File: src/rtl/pe_cfg_pkg.sv
// pe_cfg_pkg
// Shared definitions for the PE configuration loader:
//   - state_e       : loader FSM states (IDLE, WLOAD, CLOAD, DONE)
//   - KSQ           : kernel size squared (3x3 kernel -> 9 weights per PE)
//   - field offsets : control word layout {d_ch, bp_ch, bp_src}, bp_src in LSBs
package pe_cfg_pkg;

  typedef enum logic [1:0] {
    IDLE  = 2'd0,
    WLOAD = 2'd1,
    CLOAD = 2'd2,
    DONE  = 2'd3
  } state_e;

  localparam int KSQ = 9;

  localparam int BP_SRC_OFF = 0;

  // bp_ch sits directly above bp_src
  function automatic int bp_ch_off(input int cl1);
    return cl1;
  endfunction

  // d_ch sits above bp_ch
  function automatic int d_ch_off(input int cl1, input int cl_in);
    return cl1 + cl_in;
  endfunction

endpackage

File: src/rtl/pe_cfg_if.sv
// pe_cfg_if
// Host configuration word stream (valid/ready handshake).
//   cfg_valid : host word valid   (host -> loader)
//   cfg_ready : loader accepts    (loader -> host)
//   cfg_data  : host word, DW bits (host -> loader)
// Modports: master = host side, slave = loader side.
interface pe_cfg_if #(
  parameter int DW = 10
);

  logic          cfg_valid;
  logic          cfg_ready;
  logic [DW-1:0] cfg_data;

  modport master (output cfg_valid, output cfg_data, input cfg_ready);
  modport slave  (input cfg_valid, input cfg_data, output cfg_ready);

endinterface

File: src/rtl/pe_cfg_loader_check.sv
// pe_cfg_check
// Combinational sanity check of one control word {d_ch, bp_ch, bp_src}.
//   word : control word, 2*CL_IN+CL1 bits
//   err  : 1 when a channel both computes and bypasses, or when a bypass
//          is requested from a source index outside the channel range
// Only instantiated when PE_CFG_CHECK_EN is defined.
module pe_cfg_check
  import pe_cfg_pkg::*;
#(
  parameter int CL_IN = 4,
  parameter int CL1   = 2
) (
  input  logic [2*CL_IN+CL1-1:0] word,
  output logic                   err
);

  localparam int BP_CH_LSB = bp_ch_off(CL1);
  localparam int D_CH_LSB  = d_ch_off(CL1, CL_IN);

  logic [CL_IN-1:0] d_ch;
  logic [CL_IN-1:0] bp_ch;
  logic [CL1-1:0]   bp_src;

  always_comb begin
    d_ch   = word[D_CH_LSB +: CL_IN];
    bp_ch  = word[BP_CH_LSB +: CL_IN];
    bp_src = word[BP_SRC_OFF +: CL1];
    err    = (|(d_ch & bp_ch)) || ((|bp_ch) && (int'(bp_src) >= CL_IN));
  end

endmodule

File: src/rtl/pe_cfg_loader.sv
// pe_cfg_loader
// Feeds a daisy-chained PE column from a host word stream: first NW weights
// over the serial weight chain, then NUM_PE control words over the control
// chain, then a one-cycle done pulse.
// Ports:
//   clk, rst          : clock, synchronous active-high reset
//   start             : request a load (ignored while busy)
//   busy, done        : load in progress / completion pulse
//   cfg (slave)       : host valid/ready word stream
//   w_conf, w_out     : weight shift enable and weight to PE0
//   cntl_conf         : control shift enable to PE0
//   d_ch_out, bp_ch_out, bp_src_out : control fields to PE0
//   err               : sticky control-word check flag
// Build option: define PE_CFG_CHECK_EN to compile in the control-word check;
// otherwise err is tied to 0.
module pe_cfg_loader
  import pe_cfg_pkg::*;
#(
  parameter int NUM_PE = 4,
  parameter int CL_IN  = 4,
  parameter int CL1    = 2,
  parameter int M      = 4
) (
  input  logic             clk,
  input  logic             rst,
  input  logic             start,
  output logic             busy,
  output logic             done,
  pe_cfg_if.slave          cfg,
  output logic             w_conf,
  output logic [M-1:0]     w_out,
  output logic             cntl_conf,
  output logic [CL_IN-1:0] d_ch_out,
  output logic [CL_IN-1:0] bp_ch_out,
  output logic [CL1-1:0]   bp_src_out,
  output logic             err
);

  localparam int CW        = 2*CL_IN + CL1;
  localparam int DW        = (M > CW) ? M : CW;
  localparam int NW        = KSQ * NUM_PE;
  localparam int WCW       = $clog2(NW + 1);
  localparam int PCW       = $clog2(NUM_PE + 1);
  localparam int BP_CH_LSB = bp_ch_off(CL1);
  localparam int D_CH_LSB  = d_ch_off(CL1, CL_IN);

  state_e           state_q, state_d;
  logic [WCW-1:0]   wcnt_q, wcnt_d;
  logic [PCW-1:0]   pcnt_q, pcnt_d;
  logic             w_conf_q, w_conf_d;
  logic [M-1:0]     w_out_q, w_out_d;
  logic             cntl_conf_q, cntl_conf_d;
  logic [CL_IN-1:0] d_ch_q, d_ch_d;
  logic [CL_IN-1:0] bp_ch_q, bp_ch_d;
  logic [CL1-1:0]   bp_src_q, bp_src_d;
  logic             done_q, done_d;

  logic [DW-1:0]    word;
  logic             ready_c;
  logic             hs;

  assign word          = cfg.cfg_data;
  assign ready_c       = (state_q == WLOAD) || (state_q == CLOAD);
  assign cfg.cfg_ready = ready_c;
  assign hs            = cfg.cfg_valid & ready_c;

`ifdef PE_CFG_CHECK_EN
  logic err_q, err_d;
  logic chk_err;

  pe_cfg_check #(
    .CL_IN (CL_IN),
    .CL1   (CL1)
  ) u_check (
    .word (word[CW-1:0]),
    .err  (chk_err)
  );

  assign err = err_q;
`else
  assign err = 1'b0;
`endif

  // done is registered off the DONE state so the pulse lands one cycle
  // after the final cntl_conf; busy stays up through that pulse cycle,
  // which is also why a start seen while done_q is high is dropped.
  assign done = done_q;
  assign busy = (state_q != IDLE) || done_q;

  assign w_conf     = w_conf_q;
  assign w_out      = w_out_q;
  assign cntl_conf  = cntl_conf_q;
  assign d_ch_out   = d_ch_q;
  assign bp_ch_out  = bp_ch_q;
  assign bp_src_out = bp_src_q;

  always_comb begin
    state_d     = state_q;
    wcnt_d      = wcnt_q;
    pcnt_d      = pcnt_q;
    w_conf_d    = 1'b0;
    w_out_d     = w_out_q;
    cntl_conf_d = 1'b0;
    d_ch_d      = d_ch_q;
    bp_ch_d     = bp_ch_q;
    bp_src_d    = bp_src_q;
    done_d      = (state_q == DONE);
`ifdef PE_CFG_CHECK_EN
    err_d       = err_q;
`endif

    case (state_q)
      IDLE: begin
        wcnt_d = '0;
        pcnt_d = '0;
        if (start && !done_q) begin
          state_d = WLOAD;
`ifdef PE_CFG_CHECK_EN
          err_d   = 1'b0;
`endif
        end
      end
      WLOAD: begin
        if (hs) begin
          w_out_d  = word[M-1:0];
          w_conf_d = 1'b1;
          if (wcnt_q == WCW'(NW - 1)) begin
            state_d = CLOAD;
          end else begin
            wcnt_d = wcnt_q + WCW'(1);
          end
        end
      end
      CLOAD: begin
        if (hs) begin
          d_ch_d      = word[D_CH_LSB +: CL_IN];
          bp_ch_d     = word[BP_CH_LSB +: CL_IN];
          bp_src_d    = word[BP_SRC_OFF +: CL1];
          cntl_conf_d = 1'b1;
`ifdef PE_CFG_CHECK_EN
          if (chk_err) begin
            err_d = 1'b1;
          end
`endif
          if (pcnt_q == PCW'(NUM_PE - 1)) begin
            state_d = DONE;
          end else begin
            pcnt_d = pcnt_q + PCW'(1);
          end
        end
      end
      DONE: begin
        state_d = IDLE;
      end
      default: begin
        state_d = IDLE;
      end
    endcase
  end

  always_ff @(posedge clk) begin
    if (rst) begin
      state_q     <= IDLE;
      wcnt_q      <= '0;
      pcnt_q      <= '0;
      w_conf_q    <= 1'b0;
      w_out_q     <= '0;
      cntl_conf_q <= 1'b0;
      d_ch_q      <= '0;
      bp_ch_q     <= '0;
      bp_src_q    <= '0;
      done_q      <= 1'b0;
`ifdef PE_CFG_CHECK_EN
      err_q       <= 1'b0;
`endif
    end else begin
      state_q     <= state_d;
      wcnt_q      <= wcnt_d;
      pcnt_q      <= pcnt_d;
      w_conf_q    <= w_conf_d;
      w_out_q     <= w_out_d;
      cntl_conf_q <= cntl_conf_d;
      d_ch_q      <= d_ch_d;
      bp_ch_q     <= bp_ch_d;
      bp_src_q    <= bp_src_d;
      done_q      <= done_d;
`ifdef PE_CFG_CHECK_EN
      err_q       <= err_d;
`endif
    end
  end

endmodule
File: src/flat_wrapper.sv
// flat-port wrapper written by rule: the top's interface ports become plain ports
module pe_cfg_loader_flat import pe_cfg_pkg::*;
#(
  parameter int NUM_PE = 4,
  parameter int CL_IN  = 4,
  parameter int CL1    = 2,
  parameter int M      = 4
)
  (clk, rst, start, busy, done, w_conf, w_out, cntl_conf, d_ch_out, bp_ch_out, bp_src_out, err, cfg_cfg_valid, cfg_cfg_data, cfg_cfg_ready);
  pe_cfg_if cfg_i ();
  input  logic clk;
  input  logic rst;
  input  logic start;
  output logic busy;
  output logic done;
  output logic w_conf;
  output logic [M-1:0] w_out;
  output logic cntl_conf;
  output logic [CL_IN-1:0] d_ch_out;
  output logic [CL_IN-1:0] bp_ch_out;
  output logic [CL1-1:0] bp_src_out;
  output logic err;
  input wire logic [$bits(cfg_i.cfg_valid)-1:0] cfg_cfg_valid;
  input wire logic [$bits(cfg_i.cfg_data)-1:0] cfg_cfg_data;
  output wire logic [$bits(cfg_i.cfg_ready)-1:0] cfg_cfg_ready;
  assign cfg_i.cfg_valid = cfg_cfg_valid;
  assign cfg_i.cfg_data = cfg_cfg_data;
  assign cfg_cfg_ready = cfg_i.cfg_ready;
  pe_cfg_loader #(.NUM_PE(NUM_PE), .CL_IN(CL_IN), .CL1(CL1), .M(M)) u_core (.clk(clk), .rst(rst), .start(start), .busy(busy), .done(done), .cfg(cfg_i), .w_conf(w_conf), .w_out(w_out), .cntl_conf(cntl_conf), .d_ch_out(d_ch_out), .bp_ch_out(bp_ch_out), .bp_src_out(bp_src_out), .err(err));
endmodule
File: config.mk
export PLATFORM = sky130hd
export DESIGN_NAME = pe_cfg_loader_flat
export DESIGN_NICKNAME = d
export VERILOG_FILES = /design/src/rtl/pe_cfg_pkg.sv /design/src/rtl/pe_cfg_if.sv /design/src/rtl/pe_cfg_loader_check.sv /design/src/rtl/pe_cfg_loader.sv /design/src/flat_wrapper.sv
export SDC_FILE = /design/constraint.sdc
export NUM_CORES = 1
export LEC_CHECK = 0
export CORE_UTILIZATION = 35
export CTS_BUF_LIST = sky130_fd_sc_hd__clkbuf_4
export DETAILED_ROUTE_END_ITERATION = 16
export MAX_ROUTING_LAYER = met4
export PLACE_DENSITY = 0.67
export SETUP_SLACK_MARGIN = 0.1
export SYNTH_ARGS = -nofsm -noshare
export SYNTH_HDL_FRONTEND = slang
export SYNTH_SLANG_ARGS = --single-unit
File: constraint.sdc
create_clock -name clk -period 1.5 [get_ports clk]
set_input_delay 0.375 -clock clk [delete_from_list [all_inputs] [get_ports clk]]
set_output_delay 0.375 -clock clk [all_outputs]
set_load 0.05 [all_outputs]
==> impl_metrics.env, run 1 <==
export IMPL_timing_rr_start="u_core.wcnt_q[1]$_SDFFE_PP0P_"
export IMPL_drive_gt1_share_pct=49.3
export IMPL_grt_pass1_vias=1193
export IMPL_wire_per_inst_microns=14.3
export IMPL_end_kind="output port"
export IMPL_fin_util_pct=68.3
export IMPL_clock_skew_ns=0.00494
export IMPL_power_density_nw_per_um2=1230
export IMPL_overflow=0
export IMPL_period_share_pct=109
export IMPL_insertedDiodeCount=0
export IMPL_maxSlewViolCount=0
export IMPL_cts_sinks=28
export IMPL_synth_seq_cells=28
export IMPL_io_buffers=32
export IMPL_crit_required_ns=1.12
export IMPL_boundaryPins=34
export IMPL_cts_buffer_depth=2
export IMPL_gp_congestion=0.871
export IMPL_drt_iter0_drc=37
export IMPL_synth_enable_flop_cells=0
export IMPL_cts_buffers=3
export IMPL_min_delay_path_depth=2
export IMPL_syn_inst=145
export IMPL_ir_drop_uv=1050
export IMPL_cts_tree="built"
export IMPL_rows=21
export IMPL_drt_first_pass_iters=4
export IMPL_grt_total_usage_pct=20.0
export IMPL_r2r_setup_slack_ns=-0.14
export IMPL_dp_hpwl_microns=2410
export IMPL_start_util_pct=36.4
export IMPL_fin_ws_ns=-0.140
export IMPL_clockRootBuffer="clkbuf_4"
export IMPL_insertion_delay_ns=0.33
export IMPL_timing_hold_ws_ns=0.494
export IMPL_cellLeakagePower_nw=0.839
export IMPL_min_to="u_core.pcnt_q[1]$_SDFFE_PP0P_"
export IMPL_period_needed_ns=1.64
export IMPL_hold_path_class="reg -> reg"
export IMPL_async_flop_share_pct=0
export IMPL_arrival_ns=1.26
export IMPL_die_w_microns=60.9
export IMPL_status="complete, but fails checks"
export IMPL_final_hold_violation_count=0
export IMPL_antenna_found_initial=0
export IMPL_worstSetupPathType="reg -> out"
export IMPL_setup_tns_ns=-0.624
export IMPL_netlist_area_sq_um=1210
export IMPL_ys_types=30
export IMPL_start_kind="flip-flop"
export IMPL_ys_seq_area_share_pct=46.1
export IMPL_die_y_microns=60.9
export IMPL_synth_ff_type="dfxtp_1"
export IMPL_ys_warnings_count=0
export IMPL_max_freq_ghz=0.610
export IMPL_synth_nets=167
export IMPL_reg2regPathDepth=5
export IMPL_fill_cells=260
export IMPL_setup_viol=8
export IMPL_syn_to_final_growth_pct=87.5
export IMPL_drcViolationCount=0
export IMPL_cp_max_fo=3
export IMPL_min_from="u_core.pcnt_q[1]$_SDFFE_PP0P_"
export IMPL_vias=1241
export IMPL_htreeDepth=1
export IMPL_syn_area_per_cell_sq_um=8.38
export IMPL_rsz0062_at_grt="yes"
export IMPL_dieArea_sq_um=3710
export IMPL_grt_max_degree=18
export IMPL_r2r_end="u_core.state_q[0]$_SDFFE_PP0P_"
export IMPL_vias_per_cell=4.94
export IMPL_layout_nets=228
export IMPL_max_cap_violations=0
export IMPL_coreArea_sq_um=3340
export IMPL_ant_nets=0
export IMPL_routed_wl_microns=3590
export IMPL_violations="negative setup slack"
export IMPL_clkSlewWorstSetupHoldPaths_ns=0.14
export IMPL_grt_pass1_wl_microns=5170
-- synth_stat cells, types with 2 or more instances --
master	count	area, sq um
ha_1	8	100
inv_1	3	11.3
nand3_1	6	30.0
a21oi_1	20	100
nor2_1	8	30.0
clkbuf_1	4	15.0
nand4_1	3	18.8
nand2b_1	8	50.1
dfxtp_1	28	561
xor2_1	3	26.3
and3_1	2	12.5
nand2_1	34	128
-- stage by stage --
stage / total power, mW / area (sq um) / worst slack, ns / std cells
final: 2.81 / 2280 / -0.140 / 251
after floorplan: 1.54 / 1240 / -0.133 / 145
after detailed placement: 2.09 / 1950 / -0.261 / 237
after CTS: 2.61 / 2130 / -0.131 / 247
after global placement: 2.05 / 1950 / -0.229 / 237
after global routing: 2.94 / 2280 / -0.195 / 251
-- critical path, cell delays in order, from the launching register on --
cell	delay, ns
dfxtp_2	0.39
inv_4	0.06
ha_4	0.24
buf_6	0.12
buf_12	0.14
-- cell type report --
cell class / instances / area [sq um] / share of cell area, %
multi-input cells: 107 / 818 / 35.9
repair buffers: 63 / 793 / 34.8
well taps: 46 / 57.6 / 2.53
clock inverters: 1 / 3.75 / 0.165
inverters: 3 / 16.3 / 0.714
flip-flops and latches: 28 / 567 / 24.9
clock buffers: 3 / 22.5 / 0.988
-- per-layer routing --
layer / track usage, % / part of all wire (%) / vias up
met5: - / 0 / -
met4: 7.14 / 1.4 / 0
met3: 4.05 / 2.6 / 8
met2: 37.0 / 56 / 20
met1: 20.7 / 40 / 607
li1: - / - / 606
-- kinds of logic (layout without fill, tap and decap cells) --
| group | Yosys count | count (layout) | share of synthesized area [%] |
|---|---|---|---|
| and+or+nand+nor | 68 | 68 | 26.3 |
| DFF | 28 | 28 | 46.1 |
| AOI/OAI and AO/OA | 26 | 26 | 12.5 |
| buffers and inverters | 10 | 70 | 3.60 |
| adders and majority gates | 8 | 8 | 8.24 |
| xor gates and xnor gates | 3 | 3 | 2.16 |
| other | 1 | 1 | 0.309 |
| muxes | 1 | 1 | 0.824 |
-- where the power goes --
group	switching [mW]	internal (mW)	total [mW]	leakage, nW
logic	0.803	0.821	1.62	0.595
clock network	0.223	0.0980	0.321	0.0154
registers	0.0598	0.808	0.868	0.228
-- timing repair --
item / 4_1_cts / 5_1_grt
gates cloned: 0 / 2
hold buffers: 0 / 0
endpoints found under the setup margin: 13 / 27
buffers inserted: 6 / 2
pin swaps: 12 / 7
gates resized for setup: 26 / 31
-- cell usage in the layout, fill, tap and decap left out, types with 4 or more instances in the layout --
cell             count
a21oi_1              6
nand2_1             27
a21oi_2             14
nand2_2              6
dfxtp_1             23
nand3_2              4
buf_6               10
clkdlybuf4s50_1     13
buf_4               20
buf_12              20
nor2_1               7
dfxtp_2              5
nand2b_1             5
-- flip-flops by register name (all words and copies together) (netlist names), 2 cells and up --
register	flops
u_core.d_ch_out	4
u_core.wcnt_q	6
u_core.bp_ch_out	4
u_core.w_out	4
u_core.bp_src_out	2
u_core.state_q	2
u_core.pcnt_q	3
-- worst max path at each step --
stage	slack [ns]	startpoint	to
floorplan	-0.13	u_core.state_q[1]$_SDFFE_PP0P_	u_core.wcnt_q[2]$_SDFFE_PP0P_
global placement	-0.23	cfg_cfg_valid	u_core.wcnt_q[2]$_SDFFE_PP0P_
detailed placement	-0.26	cfg_cfg_valid	u_core.state_q[0]$_SDFFE_PP0P_
CTS	-0.13	u_core.state_q[0]$_SDFFE_PP0P_	cfg_cfg_ready
global route	-0.20	u_core.state_q[0]$_SDFFE_PP0P_	u_core.state_q[0]$_SDFFE_PP0P_
finish	-0.14	u_core.state_q[0]$_SDFFE_PP0P_	cfg_cfg_ready
(Power assumes the default switching activity.)
==> run 2, diff against run 1 <==
--- a/config.mk
+++ b/config.mk
@@ -9,8 +9,9 @@
 export CTS_BUF_LIST = sky130_fd_sc_hd__clkbuf_4
 export DETAILED_ROUTE_END_ITERATION = 16
 export MAX_ROUTING_LAYER = met4
-export PLACE_DENSITY = 0.67
+export PLACE_DENSITY = 0.65
 export SETUP_SLACK_MARGIN = 0.1
+export SLEW_MARGIN = 15
 export SYNTH_ARGS = -nofsm -noshare
 export SYNTH_HDL_FRONTEND = slang
 export SYNTH_SLANG_ARGS = --single-unit
==> constraint.sdc (replaced) <==
create_clock -name clk -period 1.7 [get_ports clk]
set_input_delay 0.425 -clock clk [delete_from_list [all_inputs] [get_ports clk]]
set_output_delay 0.425 -clock clk [all_outputs]
set_load 0.05 [all_outputs]
==> run 2 against run 1 <==
Against the previous run:
- the flow now finishes without violations
- setup slack better by 0.22 ns
- via count is 9.5% lower
- first-iteration DRC count is 5.4% lower
- core utilization is 14 points lower
- sequential share of layout area is 6.7 points higher
- clock-buffer cell count stayed put
- sequential power is 13% lower
==> impl_metrics.env, run 2 (same netlist as run 1, synthesis figures left out) <==
export IMPL_status="complete, no violations"
export IMPL_layout_nets=211
export IMPL_overflow=0
export IMPL_placed_cells=225
export IMPL_mostFrequentLayoutCells="nand2_1, buf_4, dfxtp_1"
export IMPL_rows=21
export IMPL_grt_pass1_vias=1035
export IMPL_clkSlewWorstSetupHoldPaths_ns=0.15
export IMPL_wire_per_inst_microns=11.9
export IMPL_drt_iter0_drc=35
export IMPL_fin_util_pct=54.0
export IMPL_p_total_mw=2.23
export IMPL_period_share_pct=95.3
export IMPL_start_util_pct=36.4
export IMPL_crit_start="u_core.state_q[0]$_SDFFE_PP0P_"
export IMPL_placed_cell_area_sq_um=1630
export IMPL_stdcell_count=234
export IMPL_drive_gt1_share_pct=30.3
export IMPL_fin_ws_ns=0.0803
export IMPL_cts_sinks=28
export IMPL_timing_hold_ws_ns=0.465
export IMPL_vias=1123
export IMPL_antenna_found_initial=0
export IMPL_cts_buffer_depth=2
export IMPL_cts_hold_buffers_added=0
export IMPL_place_ws_ns=-0.170
export IMPL_worstSetupPathType="reg -> out"
export IMPL_die_y_microns=60.9
export IMPL_arrival_ns=1.19
export IMPL_setup_viol=0
export IMPL_r2r_end="u_core.state_q[1]$_SDFFE_PP0P_"
export IMPL_largest_register_ffs=6
export IMPL_cts_buffers=3
export IMPL_cts_tree="built"
export IMPL_crit_required_ns=1.27
export IMPL_start_kind="flip-flop"
export IMPL_clockRootBuffer="clkbuf_4"
export IMPL_min_from="u_core.w_out[3]$_SDFFE_PP0P_"
export IMPL_dp_hpwl_microns=2080
export IMPL_gp_congestion=0.808
export IMPL_vias_per_cell=4.80
export IMPL_grt_pass1_wl_microns=4570
export IMPL_die_w_microns=60.9
export IMPL_drcViolationCount=0
export IMPL_maxSlewViolCount=0
export IMPL_timing_rr_start="u_core.state_q[1]$_SDFFE_PP0P_"
export IMPL_routed_wl_microns=2790
export IMPL_grt_total_usage_pct=16.9
export IMPL_dieArea_sq_um=3710
export IMPL_setup_tns_ns=0
export IMPL_coreArea_sq_um=3340
export IMPL_drt_first_pass_iters=4
export IMPL_max_freq_ghz=0.617
export IMPL_period_needed_ns=1.62
export IMPL_syn_to_final_growth_pct=48.4
export IMPL_final_area_sq_um=1800
export IMPL_boundaryPins=34
export IMPL_insertion_delay_ns=0.32
export IMPL_insertedDiodeCount=0
export IMPL_cellLeakagePower_nw=0.701
export IMPL_io_buffers=32
export IMPL_r2r_setup_slack_ns=0.10
export IMPL_reg2regPathDepth=6
export IMPL_final_hold_violation_count=0
export IMPL_ant_nets=0
export IMPL_crit_end="cfg_cfg_ready"
export IMPL_end_kind="output port"
export IMPL_regMostFlops="u_core.wcnt_q"
export IMPL_cp_max_fo=4
export IMPL_htreeDepth=1
export IMPL_rsz0062_at_grt="yes"
export IMPL_grt_max_degree=20
export IMPL_final_common_cell="nand2_1"
export IMPL_max_cap_violations=0
export IMPL_ir_drop_uv=725
export IMPL_hold_path_class="reg -> reg"
export IMPL_clock_skew_ns=0.00652
export IMPL_power_density_nw_per_um2=1240
==> run 2: worst min path at each step <==
stage / end / slack, ns / cells after the start
2_1_floorplan: u_core.pcnt_q[1]$_SDFFE_PP0P_ / 0.45 / 2
4_1_cts: u_core.w_out[3]$_SDFFE_PP0P_ / 0.47 / 2
3_5_place_dp: u_core.w_out[3]$_SDFFE_PP0P_ / 0.45 / 2
6_report: u_core.w_out[3]$_SDFFE_PP0P_ / 0.47 / 2
3_3_place_gp: u_core.bp_ch_out[1]$_SDFFE_PP0P_ / 0.44 / 2
5_1_grt: u_core.w_out[2]$_SDFFE_PP0P_ / 0.49 / 2
==> run 2: area by class of cell <==
type | count | area, sq um
clock buffers | 3 | 22.5
clock inverters | 1 | 30.0
fillers | 304 | 1530
inverters | 3 | 18.8
multi-input cells | 107 | 689
flip-flops and latches | 28 | 569
well taps | 46 | 57.6
repair buffers | 46 | 415
==> run 2: repair_timing <==
action | in CTS | in global routing
setup buffers | 4 | 1
resized for setup | 11 | 9
pin swaps | 4 | 3
endpoints found under the setup margin | 4 | 10
==> run 2: routing by layer <==
metal / part of all wire (%) / up-vias / wire (microns) / global-route usage (%)
li1: - / 579 / - / -
met4: 1.1 / 0 / 30 / 4.55
met2: 52 / 17 / 1450 / 28.1
met3: 2.7 / 4 / 74 / 2.99
met1: 44 / 523 / 1230 / 21.1
met5: 0 / - / 0 / -
==> run 2: power by group <==
part           leakage, nW  switching (mW)  internal [mW]
clock network       0.0279           0.192          0.238
registers            0.229          0.0419          0.716
logic                0.444           0.569          0.473
total                0.701           0.803           1.43
==> run 2: worst max-delay path: stages, from the launching register on <==
cell and delay [ns]:
dfxtp_4 0.41, inv_6 0.05, ha_4 0.28, buf_12 0.13
